<file path="config.mk">
export PLATFORM = sky130hd
export DESIGN_NAME = vga_fb_arbiter
export DESIGN_NICKNAME = d
export VERILOG_FILES = /design/src/rtl/vga_pkg.sv /design/src/rtl/fb_prefetch_fifo.sv /design/src/rtl/vga_fb_arbiter.sv
export SDC_FILE = /design/constraint.sdc
export NUM_CORES = 1
export LEC_CHECK = 0
export ABC_AREA = 1
export BUFFER_PORTS_ARGS = -buffer_cell sky130_fd_sc_hd__buf_2
export CORE_UTILIZATION = 60
export DETAILED_ROUTE_END_ITERATION = 12
export GPL_TIMING_DRIVEN = 0
export PLACE_DENSITY_LB_ADDON = 0.05
export SLEW_MARGIN = 20
export SYNTH_ARGS = -nofsm -noshare
export SYNTH_HDL_FRONTEND = slang
export SYNTH_SLANG_ARGS = --single-unit
</file>
<file path="constraint.sdc">
create_clock -name clk -period 3.4 [get_ports clk]
set_clock_uncertainty 0.15 [all_clocks]
set_input_delay 0.51 -clock clk [delete_from_list [all_inputs] [get_ports clk]]
set_output_delay 0.51 -clock clk [all_outputs]
set_load 0.03 [all_outputs]
</file>
<file path="src/rtl/vga_pkg.sv">
// Shared 640x480 display constants, framebuffer geometry and the arbiter's FSM encoding.
package vga_pkg;

    localparam int HD   = 640;
    localparam int HR   = 16;
    localparam int HRet = 96;
    localparam int HL   = 48;
    localparam int VD   = 480;
    localparam int VB   = 10;
    localparam int VRet = 2;
    localparam int VT   = 33;

    localparam int H_TOTAL = HD + HR + HRet + HL;
    localparam int V_TOTAL = VD + VB + VRet + VT;

    localparam int FB_PIXELS = HD * VD;
    localparam int ADDR_W    = 19;
    localparam int DATA_W    = 12;

    typedef enum logic [1:0] {
        ST_IDLE  = 2'd0,
        ST_FETCH = 2'd1,
        ST_DONE  = 2'd2
    } fsm_state_e;

endpackage

</file>
<file path="src/rtl/fb_prefetch_fifo.sv">
// Small synchronous FIFO holding prefetched pixels; flush empties it in one cycle.
module fb_prefetch_fifo #(
    parameter int DATA_W = 12,
    parameter int DEPTH  = 8
) (
    input  logic                     clk,
    input  logic                     rst_n,
    input  logic                     flush,
    input  logic                     push,
    input  logic [DATA_W-1:0]        push_data,
    input  logic                     pop,
    output logic [DATA_W-1:0]        head,
    output logic [$clog2(DEPTH):0]   count,
    output logic                     empty
);

    localparam int PTR_W = $clog2(DEPTH);
    localparam int CNT_W = PTR_W + 1;

    logic [DATA_W-1:0] mem_q [DEPTH];
    logic [PTR_W-1:0]  wr_ptr_q;
    logic [PTR_W-1:0]  rd_ptr_q;
    logic [CNT_W-1:0]  count_q;

    always_ff @(posedge clk) begin
        if (push && !flush) begin
            mem_q[wr_ptr_q] <= push_data;
        end
    end

    // Pointers wrap naturally because DEPTH is a power of two.
    always_ff @(posedge clk or negedge rst_n) begin
        if (!rst_n) begin
            wr_ptr_q <= '0;
            rd_ptr_q <= '0;
            count_q  <= '0;
        end else if (flush) begin
            wr_ptr_q <= '0;
            rd_ptr_q <= '0;
            count_q  <= '0;
        end else begin
            if (push) begin
                wr_ptr_q <= wr_ptr_q + 1'b1;
            end
            if (pop) begin
                rd_ptr_q <= rd_ptr_q + 1'b1;
            end
            count_q <= count_q + CNT_W'(push) - CNT_W'(pop);
        end
    end

    assign head  = mem_q[rd_ptr_q];
    assign count = count_q;
    assign empty = (count_q == '0);

endmodule

</file>
<file path="src/rtl/vga_fb_arbiter.sv">
// Single-port framebuffer arbiter: display prefetch reads always win over the pixel writer.
module vga_fb_arbiter
    import vga_pkg::fsm_state_e, vga_pkg::ST_IDLE, vga_pkg::ST_FETCH, vga_pkg::ST_DONE;
#(
    parameter int DATA_W     = vga_pkg::DATA_W,
    parameter int ADDR_W     = vga_pkg::ADDR_W,
    parameter int FB_PIXELS  = vga_pkg::FB_PIXELS,
    parameter int FIFO_DEPTH = 8
) (
    input  logic              clk,
    input  logic              rst_n,
    input  logic              frame_sync,
    input  logic              pix_req,
    output logic [DATA_W-1:0] pix_data,
    output logic              underflow,
    input  logic              wr_valid,
    output logic              wr_ready,
    input  logic [ADDR_W-1:0] wr_addr,
    input  logic [DATA_W-1:0] wr_data,
    output logic              mem_en,
    output logic              mem_we,
    output logic [ADDR_W-1:0] mem_addr,
    output logic [DATA_W-1:0] mem_wdata,
    input  logic [DATA_W-1:0] mem_rdata
);

    localparam int CNT_W = $clog2(FIFO_DEPTH) + 1;
    localparam logic [ADDR_W-1:0] LAST_ADDR = ADDR_W'(FB_PIXELS - 1);
    localparam logic [ADDR_W:0]   FB_LIMIT  = (ADDR_W + 1)'(FB_PIXELS);
    localparam logic [CNT_W:0]    OCC_LIMIT = (CNT_W + 1)'(FIFO_DEPTH);

    fsm_state_e        state_q;
    logic [ADDR_W-1:0] rd_addr_q;
    logic              inflight_q;
    logic [DATA_W-1:0] pix_data_q;
    logic              underflow_q;

    logic [DATA_W-1:0] fifo_head;
    logic [CNT_W-1:0]  fifo_count;
    logic              fifo_empty;
    logic [CNT_W:0]    occupancy;
    logic              rd_issue;
    logic              wr_fire;
    logic              wr_in_range;
    logic              fifo_push;
    logic              fifo_pop;

    // Words already queued plus the one still on its way back from memory.
    assign occupancy = {1'b0, fifo_count} + (CNT_W + 1)'(inflight_q);
    assign rd_issue  = (state_q == ST_FETCH) && !frame_sync && (occupancy < OCC_LIMIT);

    assign wr_ready    = !rd_issue;
    assign wr_fire     = wr_valid && wr_ready && rst_n;
    assign wr_in_range = ({1'b0, wr_addr} < FB_LIMIT);

    // A return landing in a frame_sync cycle belongs to the old frame and is dropped.
    assign fifo_push = inflight_q && !frame_sync;
    assign fifo_pop  = pix_req && !fifo_empty && !frame_sync;

    fb_prefetch_fifo #(
        .DATA_W (DATA_W),
        .DEPTH  (FIFO_DEPTH)
    ) u_fifo (
        .clk       (clk),
        .rst_n     (rst_n),
        .flush     (frame_sync),
        .push      (fifo_push),
        .push_data (mem_rdata),
        .pop       (fifo_pop),
        .head      (fifo_head),
        .count     (fifo_count),
        .empty     (fifo_empty)
    );

    always_comb begin
        mem_en    = 1'b0;
        mem_we    = 1'b0;
        mem_addr  = '0;
        mem_wdata = '0;
        if (rd_issue) begin
            mem_en   = 1'b1;
            mem_addr = rd_addr_q;
        end else if (wr_fire && wr_in_range) begin
            mem_en    = 1'b1;
            mem_we    = 1'b1;
            mem_addr  = wr_addr;
            mem_wdata = wr_data;
        end
    end

    always_ff @(posedge clk or negedge rst_n) begin
        if (!rst_n) begin
            state_q     <= ST_IDLE;
            rd_addr_q   <= '0;
            inflight_q  <= 1'b0;
            pix_data_q  <= '0;
            underflow_q <= 1'b0;
        end else begin
            inflight_q <= rd_issue;

            if (frame_sync) begin
                state_q   <= ST_FETCH;
                rd_addr_q <= '0;
            end else if (rd_issue) begin
                rd_addr_q <= rd_addr_q + 1'b1;
                if (rd_addr_q == LAST_ADDR) begin
                    state_q <= ST_DONE;
                end
            end

            if (pix_req) begin
                if (fifo_pop) begin
                    pix_data_q <= fifo_head;
                end else begin
                    pix_data_q  <= '0;
                    underflow_q <= 1'b1;
                end
            end
        end
    end

    assign pix_data  = pix_data_q;
    assign underflow = underflow_q;

endmodule

</file>
==> summary.md, run 1 <==
| Metric | Value |
|---|---|
| Worst vdd ir | 0.344 mV |
| Syn Inst Count | 687 |
| Internal Power | 3.32 mW |
| Flops & latches, synth | 141 |
| Fin crit period | 3.02 ns |
| Status | finished, final reports clean |
| Synth top area cells | edfxtp_1 (44%), dfrtp_1 (17%), nand2_1 (7.6%) |
| GRT Util Overall | 0.304 |
| Crit Path Max Fanout | 10 |
| Switching power | 1.75 mW |
| Largest family of logic cells by synthesized area | simple AND/OR/NAND/NOR gates |
| Syn avg cell area | 9.51 µm² |
| Crit path largest cell delay | 0.42 ns |
| Vias in the first global route | 5042 |
| Setup crit end kind | output port |
| Non-Filler Instances | 950 |
| PD cells | 651 nW/µm² |
| Pleak | 3.40 nW |
| Total CTS buffers | 17 |
| RSZ-0062 raised after global routing | false |
| Gr ovfl total | 0 |
| Critical Path Source | u_fifo.count[1] |
| Logic gate share of total power | 0.248 |
| Initial core utilization | 0.624 |
| Drc violations | 0 |
| Largest net degree at the start of global routing | 47 |
| Switching Share | 0.344 |
| Slew Limit Fails | 0 |
| Antenna Cells | 0 |
| Core ar. | 10500 µm² |
| Clock slew at reported path FFs | 0.06 ns |
| Synth Area in XOR/XNOR | 0.00268 |
| Pre-CTS setup slack | 0.378 ns |
| Drt total wl | 16.3 mm |
| Synth Cell Area | 6530 µm² |
| Die width | 106 µm |
| Count of final setup violators | 0 |
| DR iter-0 viols | 572 |
| CP max-delay cell | dfrtp_1 |
| Row cnt | 37 |
| Worst Path Required | 2.74 ns |
| First-pass GRT wire length | 25.2 mm |
| Share of the synthesized area in the top cell type | 0.441 |
| Vias | 5377 |
| H-tree levels | 4 |
| GPL Wtd Cong | 0.904 |
| Arrival @ worst endpoint | 2.36 ns |
| Clock Path Buffers | 2 |
| Nets@finish | 860 |
| Post-synthesis compound-gate area fraction | 0.105 |
| Crit path launch type | flip-flop |
| Post-DP HPWL | 10.8 mm |
| Hold Crit Class | in2reg |
| Yosys top cell by area | edfxtp_1 |
| Post-synthesis simple-gate area fraction | 0.180 |
| Syn-to-layout area delta | 19.3% |
| Mux cell area share after synthesis | 0 |
| Fin crit share | 0.889 |
| Hold Vio Cnt, Final | 0 |
| Setup CP Type | reg2out |
| Worst skew pair latency | 0.53 ns |
| CP cell instances | ha_1 -> nand3_1 -> nand2_1 -> nand3_2 -> nand3_2 -> buf_4 -> o22ai_1 -> buf_2 |
| Clk pwr share | 0.348 |
| Max-cap violation count | 0 |
| Worst slew margin | 0.467 |
| Routed Antenna Nets | 0 |
| Post-Synth Adder-Cell Area | 0.0222 |
| Post_cts resized | 0 |
| Routed len/inst | 17.1 µm |
| Average vias per placed instance | 5.66 |
| Critical Path Most Common Cell | nand3_2 |
| Initial antenna violation count | 0 |
| F_max | 0.331 GHz |
| Distinct cells, synth | 28 |
| Clk sinks | 141 |
| Seq/Total Area, Yosys | 0.614 |
| Chip height | 106 µm |
| Slew @ Worst Pin | 0.798 ns |
| I/O Pins | 95 |
| R2R Path Start | u_fifo.count[2] |
| Final setup TNS | 0 ns |
| Die footprint | 11300 µm² |
| Share of power burned in registers | 0.404 |
| Port bufs | 93 |
| Clock root buffer | clkbuf_8 |
| Hold wc startpoint | frame_sync |
| Final setup margin | 0.379 ns |
| Mapped Nets | 746 |
| Layout cells sized above 1 | 0.192 |
| Synthesis warning total | 0 |
| Drt pass-1 iters | 7 |
| Placed insts | 916 |
| CTS tree | yes |
==> critical path, delay by kind of cell, from the launching register on <==
kind	cells	cell delay, ns
AO/OA/AOI/OAI	1	0.12
adder cells (fa/ha/maj)	1	0.23
buffers and inverters	2	0.46
flip-flops	1	0.42
AND/OR/NAND/NOR	4	0.59
==> layer usage <==
metal / wire length, µm / share of wire / track usage / vias to the layer above
met4: 240 / 0.015 / 0.111 / 0
met5: 0 / 0 / 0 / -
met1: 6880 / 0.42 / 0.416 / 2547
met3: 1440 / 0.089 / 0.0613 / 26
li1: - / - / - / 2530
met2: 7700 / 0.47 / 0.485 / 274
==> stage by stage <==
| step | power [mW] | area, µm² | hold slack [ns] | utilization |
|---|---|---|---|---|
| global placement | 3.25 | 7170 | 0.289 | 0.685 |
| global route | 5.28 | 7790 | 0.0519 | 0.745 |
| CTS | 5.04 | 7750 | 0.0555 | 0.740 |
| floorplan | 2.88 | 6530 | 0.0644 | - |
| detailed placement | 3.30 | 7180 | 0.297 | 0.687 |
| finish | 5.07 | 7790 | 0.0539 | 0.745 |
==> power by group through the flow <==
stage                     Clock (mW)  Sequential (mW)  Combinational [mW]
after global routing            1.83             2.06                1.39
after floorplan                    0             2.16               0.712
after detailed placement           0             2.08                1.22
after global placement             0             2.07                1.17
after CTS                       1.76             2.05                1.24
final                           1.76             2.05                1.26
==> placed cells by master (no fill, tap or decap), types with 6 or more instances in the layout <==
cell,netlist,layout
a21oi_1,21,21
buf_2,7,99
buf_4,5,6
clkbuf_1,14,15
clkbuf_16,0,16
dfrtp_1,45,45
edfxtp_1,96,96
ha_1,10,10
inv_1,90,90
nand2_1,133,133
nand3_1,43,43
nand4_1,11,11
nor2_1,85,77
nor2_2,1,9
o21ai_0,78,78
o21ai_1,6,6
o22ai_1,22,22
==> registers in the layout (all words and copies together) (netlist names) <==
| name | cells |
|---|---|
| inflight_q | 1 |
| u_fifo.rd_ptr_q | 3 |
| pix_data | 12 |
| underflow | 1 |
| rd_addr_q | 19 |
| state_q | 2 |
| u_fifo.count | 4 |
| u_fifo.mem_q | 96 |
| u_fifo.wr_ptr_q | 3 |
==> repair_timing <==
item / CTS / global route
hold buffers: 0 / 2
hold endpoints to repair: 0 / 45
setup buffers: 0 / 0
endpoints found under the setup margin: 0 / 0
==> kinds of logic (layout without fill, tap and decap cells) <==
family / after synthesis / count (layout)
xor gates and xnor gates: 2 / 2
and+or+nand+nor: 282 / 282
DFF: 141 / 141
AOI/OAI and AO/OA: 130 / 130
adders and majority gates: 11 / 11
buffers and inverters: 121 / 248
==> path summary, 6_finish.rpt <==
kind	end	slack [ns]	cells past startpoint
min in group asynchronous	state_q[0]	0.41	3
setup / recovery	mem_addr[5]	0.38	8
hold reg to reg	underflow	0.31	1
setup reg to reg	u_fifo.count[2]	1.00	11
hold / removal	u_fifo.count[0]	0.05	2
max in group asynchronous	pix_data[7]	2.48	3
==> cells in the mapped netlist (all sizes together) <==
cell and instances:
nor2 88, xor2 2, nand2 134, nor3 4, dfrtp 45, ha 10
inv 91, o22ai 22, nand4 11, a21o 2, a21oi 21, nand3 45
buf 14, o21ai 85, edfxtp 96, clkinv 1, clkbuf 15, fa 1
==> area by class of cell <==
class | instances | area (µm²)
plain buffers | 29 | 153
clock buffers | 19 | 432
clock inverters | 13 | 131
fillers | 739 | 2670
inverters | 92 | 345
multi-input cells | 425 | 2050
flip-flops and latches | 141 | 4010
well taps | 136 | 170
repair buffers | 95 | 505
No activity file was read; power rests on OpenSTA's default activity.
==> inputs of run 2 (changes only) <==
- GPL_TIMING_DRIVEN: 0 -> unset
- PLACE_DENSITY_LB_ADDON: 0.05 -> 0.25
==> summary.md, run 2 (synthesized netlist as in run 1, its figures left out) <==
| Metric | Value |
|---|---|
| Clock slew at reported path FFs | 0.06 ns (about the same) |
| Max-cap violation count | 0 (unchanged) |
| Crit Path Max Fanout | 33 (+23) |
| Fin crit period | 2.91 ns (-0.107 ns) |
| Slew @ Worst Pin | 0.886 ns (+0.0881 ns) |
| F_max | 0.343 GHz (+3.7%) |
| Pleak | 3.37 nW (-0.72%) |
| Nets@finish | 844 (-1.9%) |
| Crit path launch type | flip-flop |
| CP max-delay cell | dfrtp_1 |
| Tot Pwr | 4.91 mW (-3.1%) |
| Total CTS buffers | 17 (unchanged) |
| Most frequent cells in the layout | nand2_1 (133), edfxtp_1 (96), buf_2 (94) |
| Non-Filler Instances | 934 (-1.7%) |
| Core ar. | 10500 µm² (unchanged) |
| Clock Path Buffers | 2 (unchanged) |
| Fin crit share | 0.857 (-0.0316) |
| Port bufs | 94 (+1.1%) |
| Max reg flops | 96 (unchanged) |
| Worst vdd ir | 0.600 mV (+74%) |
| Die footprint | 11300 µm² (unchanged) |
| CP cell instances | ha_1 -> nand3_1 -> nand2_1 -> nand3_2 -> nand3_4 -> o22ai_1 -> buf_2 |
| I/O Pins | 95 (unchanged) |
| CTS tree | yes |
| Commonest non-fill, non-tap cell in the layout | nand2_1 |
| H-tree levels | 4 (unchanged) |
| Pre-CTS setup slack | 0.705 ns (+0.327 ns) |
| Hold Crit Class | in2reg |
| Final setup TNS | 0 ns (unchanged) |
| Largest register by flop count | u_fifo.mem_q |
| First-pass GRT wire length | 24.9 mm (-1.3%) |
| Syn-to-layout area delta | 17.6% |
| DR iter-0 viols | 584 (+2.1%) |
| Setup CP Type | reg2out |
| PD cells | 639 nW/µm² (-1.8%) |
| Routed len/inst | 16.6 µm (-3.0%) |
| Average vias per placed instance | 5.69 (+0.56%) |
| Setup crit end kind | output port |
| Arrival @ worst endpoint | 2.25 ns (-0.11 ns) |
| Drt total wl | 15.5 mm (-4.6%) |
| Reg-to-reg setup timing slack | 1.03 ns (+0.03 ns) |
| Hold Vio Cnt, Final | 0 (unchanged) |
| Largest net degree at the start of global routing | 51 (+8.5%) |
| Die width | 106 µm (unchanged) |
| Worst skew pair latency | 0.53 ns (about the same) |
| Vias in the first global route | 5157 (+2.3%) |
| Initial antenna violation count | 0 (unchanged) |
| Vias | 5316 (-1.1%) |
| Chip height | 106 µm (unchanged) |
| Slew Limit Fails | 0 (unchanged) |
| GPL Wtd Cong | 0.915 (+1.3%) |
| Clock root buffer | clkbuf_8 |
| Fin Hold WS | 0.0935 ns (+0.0397 ns) |
| Post-DP HPWL | 9.58 mm (-11%) |
| Final instance area | 7680 µm² (-1.4%) |
| Placed insts | 901 (-1.6%) |
| Clk sinks | 141 (unchanged) |
| GRT Util Overall | 0.294 (-0.0108) |
| Area after DPL | 7120 µm² (-0.91%) |
| Crit path largest cell delay | 0.43 ns (about the same) |
| Drc violations | 0 (unchanged) |
| Status | finished, final reports clean |
| Count of final setup violators | 0 (unchanged) |
| Final core occ | 0.735 (-0.0103) |
| Gr ovfl total | 0 (unchanged) |
| Post-CTS Setup Inserts | 0 (unchanged) |
| Worst Path Required | 2.74 ns (about the same) |
| Drt pass-1 iters | 5 (-2) |
| Routed Antenna Nets | 0 (unchanged) |
| Row cnt | 37 (unchanged) |
| RSZ-0062 raised after global routing | false |
| Final setup margin | 0.486 ns (+0.107 ns) |
| Initial core utilization | 0.624 (unchanged) |
| Worst slew margin | 0.408 (-0.0588) |
| Layout cells sized above 1 | 0.179 (-0.0124) |
| Antenna Cells | 0 (unchanged) |
[run 2: report_power, final]
part / total (mW) / switching [mW] / internal, mW
logic: 1.14 / 0.824 / 0.319
registers: 2.05 / 0.0822 / 1.96
clock network: 1.72 / 0.687 / 1.03
total: 4.91 / 1.59 / 3.32
[run 2: critical path, delay by kind of cell, from the launching register on]
kind | cells | cell delay, ns
buffers and inverters | 1 | 0.23
AOI/OAI and AO/OA | 1 | 0.23
DFF | 1 | 0.43
adders and majority gates | 1 | 0.24
and+or+nand+nor | 4 | 0.59
[run 2: metal layers]
metal  vias up  GRT usage  routed length (µm)
met5         -          0                   0
met4         0      0.118                 294
met3        34     0.0822                1350
met2       271      0.462                7510
met1      2513      0.385                6350
li1       2498          -                   -
[run 2: repair_timing]
action                                  in CTS  in global routing
hold endpoints to repair                    45                  0
endpoints found under the setup margin       0                  5
hold buffers                                 1                  0
resized for setup                            0                  1
[run 2: layout make-up]
cell class | instances | area [µm²]
clock buffers | 20 | 425
clock inverters | 12 | 123
fillers | 764 | 2780
inverters | 92 | 345
multi-input cells | 425 | 2030
flip-flops and latches | 141 | 4010
well taps | 136 | 170
repair buffers | 108 | 578
[run 2: final timing paths]
kind	start	cells past startpoint	endpoint
worst min register to register	underflow	1	underflow
min in group asynchronous	rst_n	3	u_fifo.count[2]
max in group asynchronous	rst_n	3	rd_addr_q[16]
worst max register to register	u_fifo.count[2]	11	u_fifo.count[2]
worst min-delay path	mem_rdata[2]	1	u_fifo.mem_q[4][2]
worst max-delay path	u_fifo.count[1]	7	mem_addr[10]
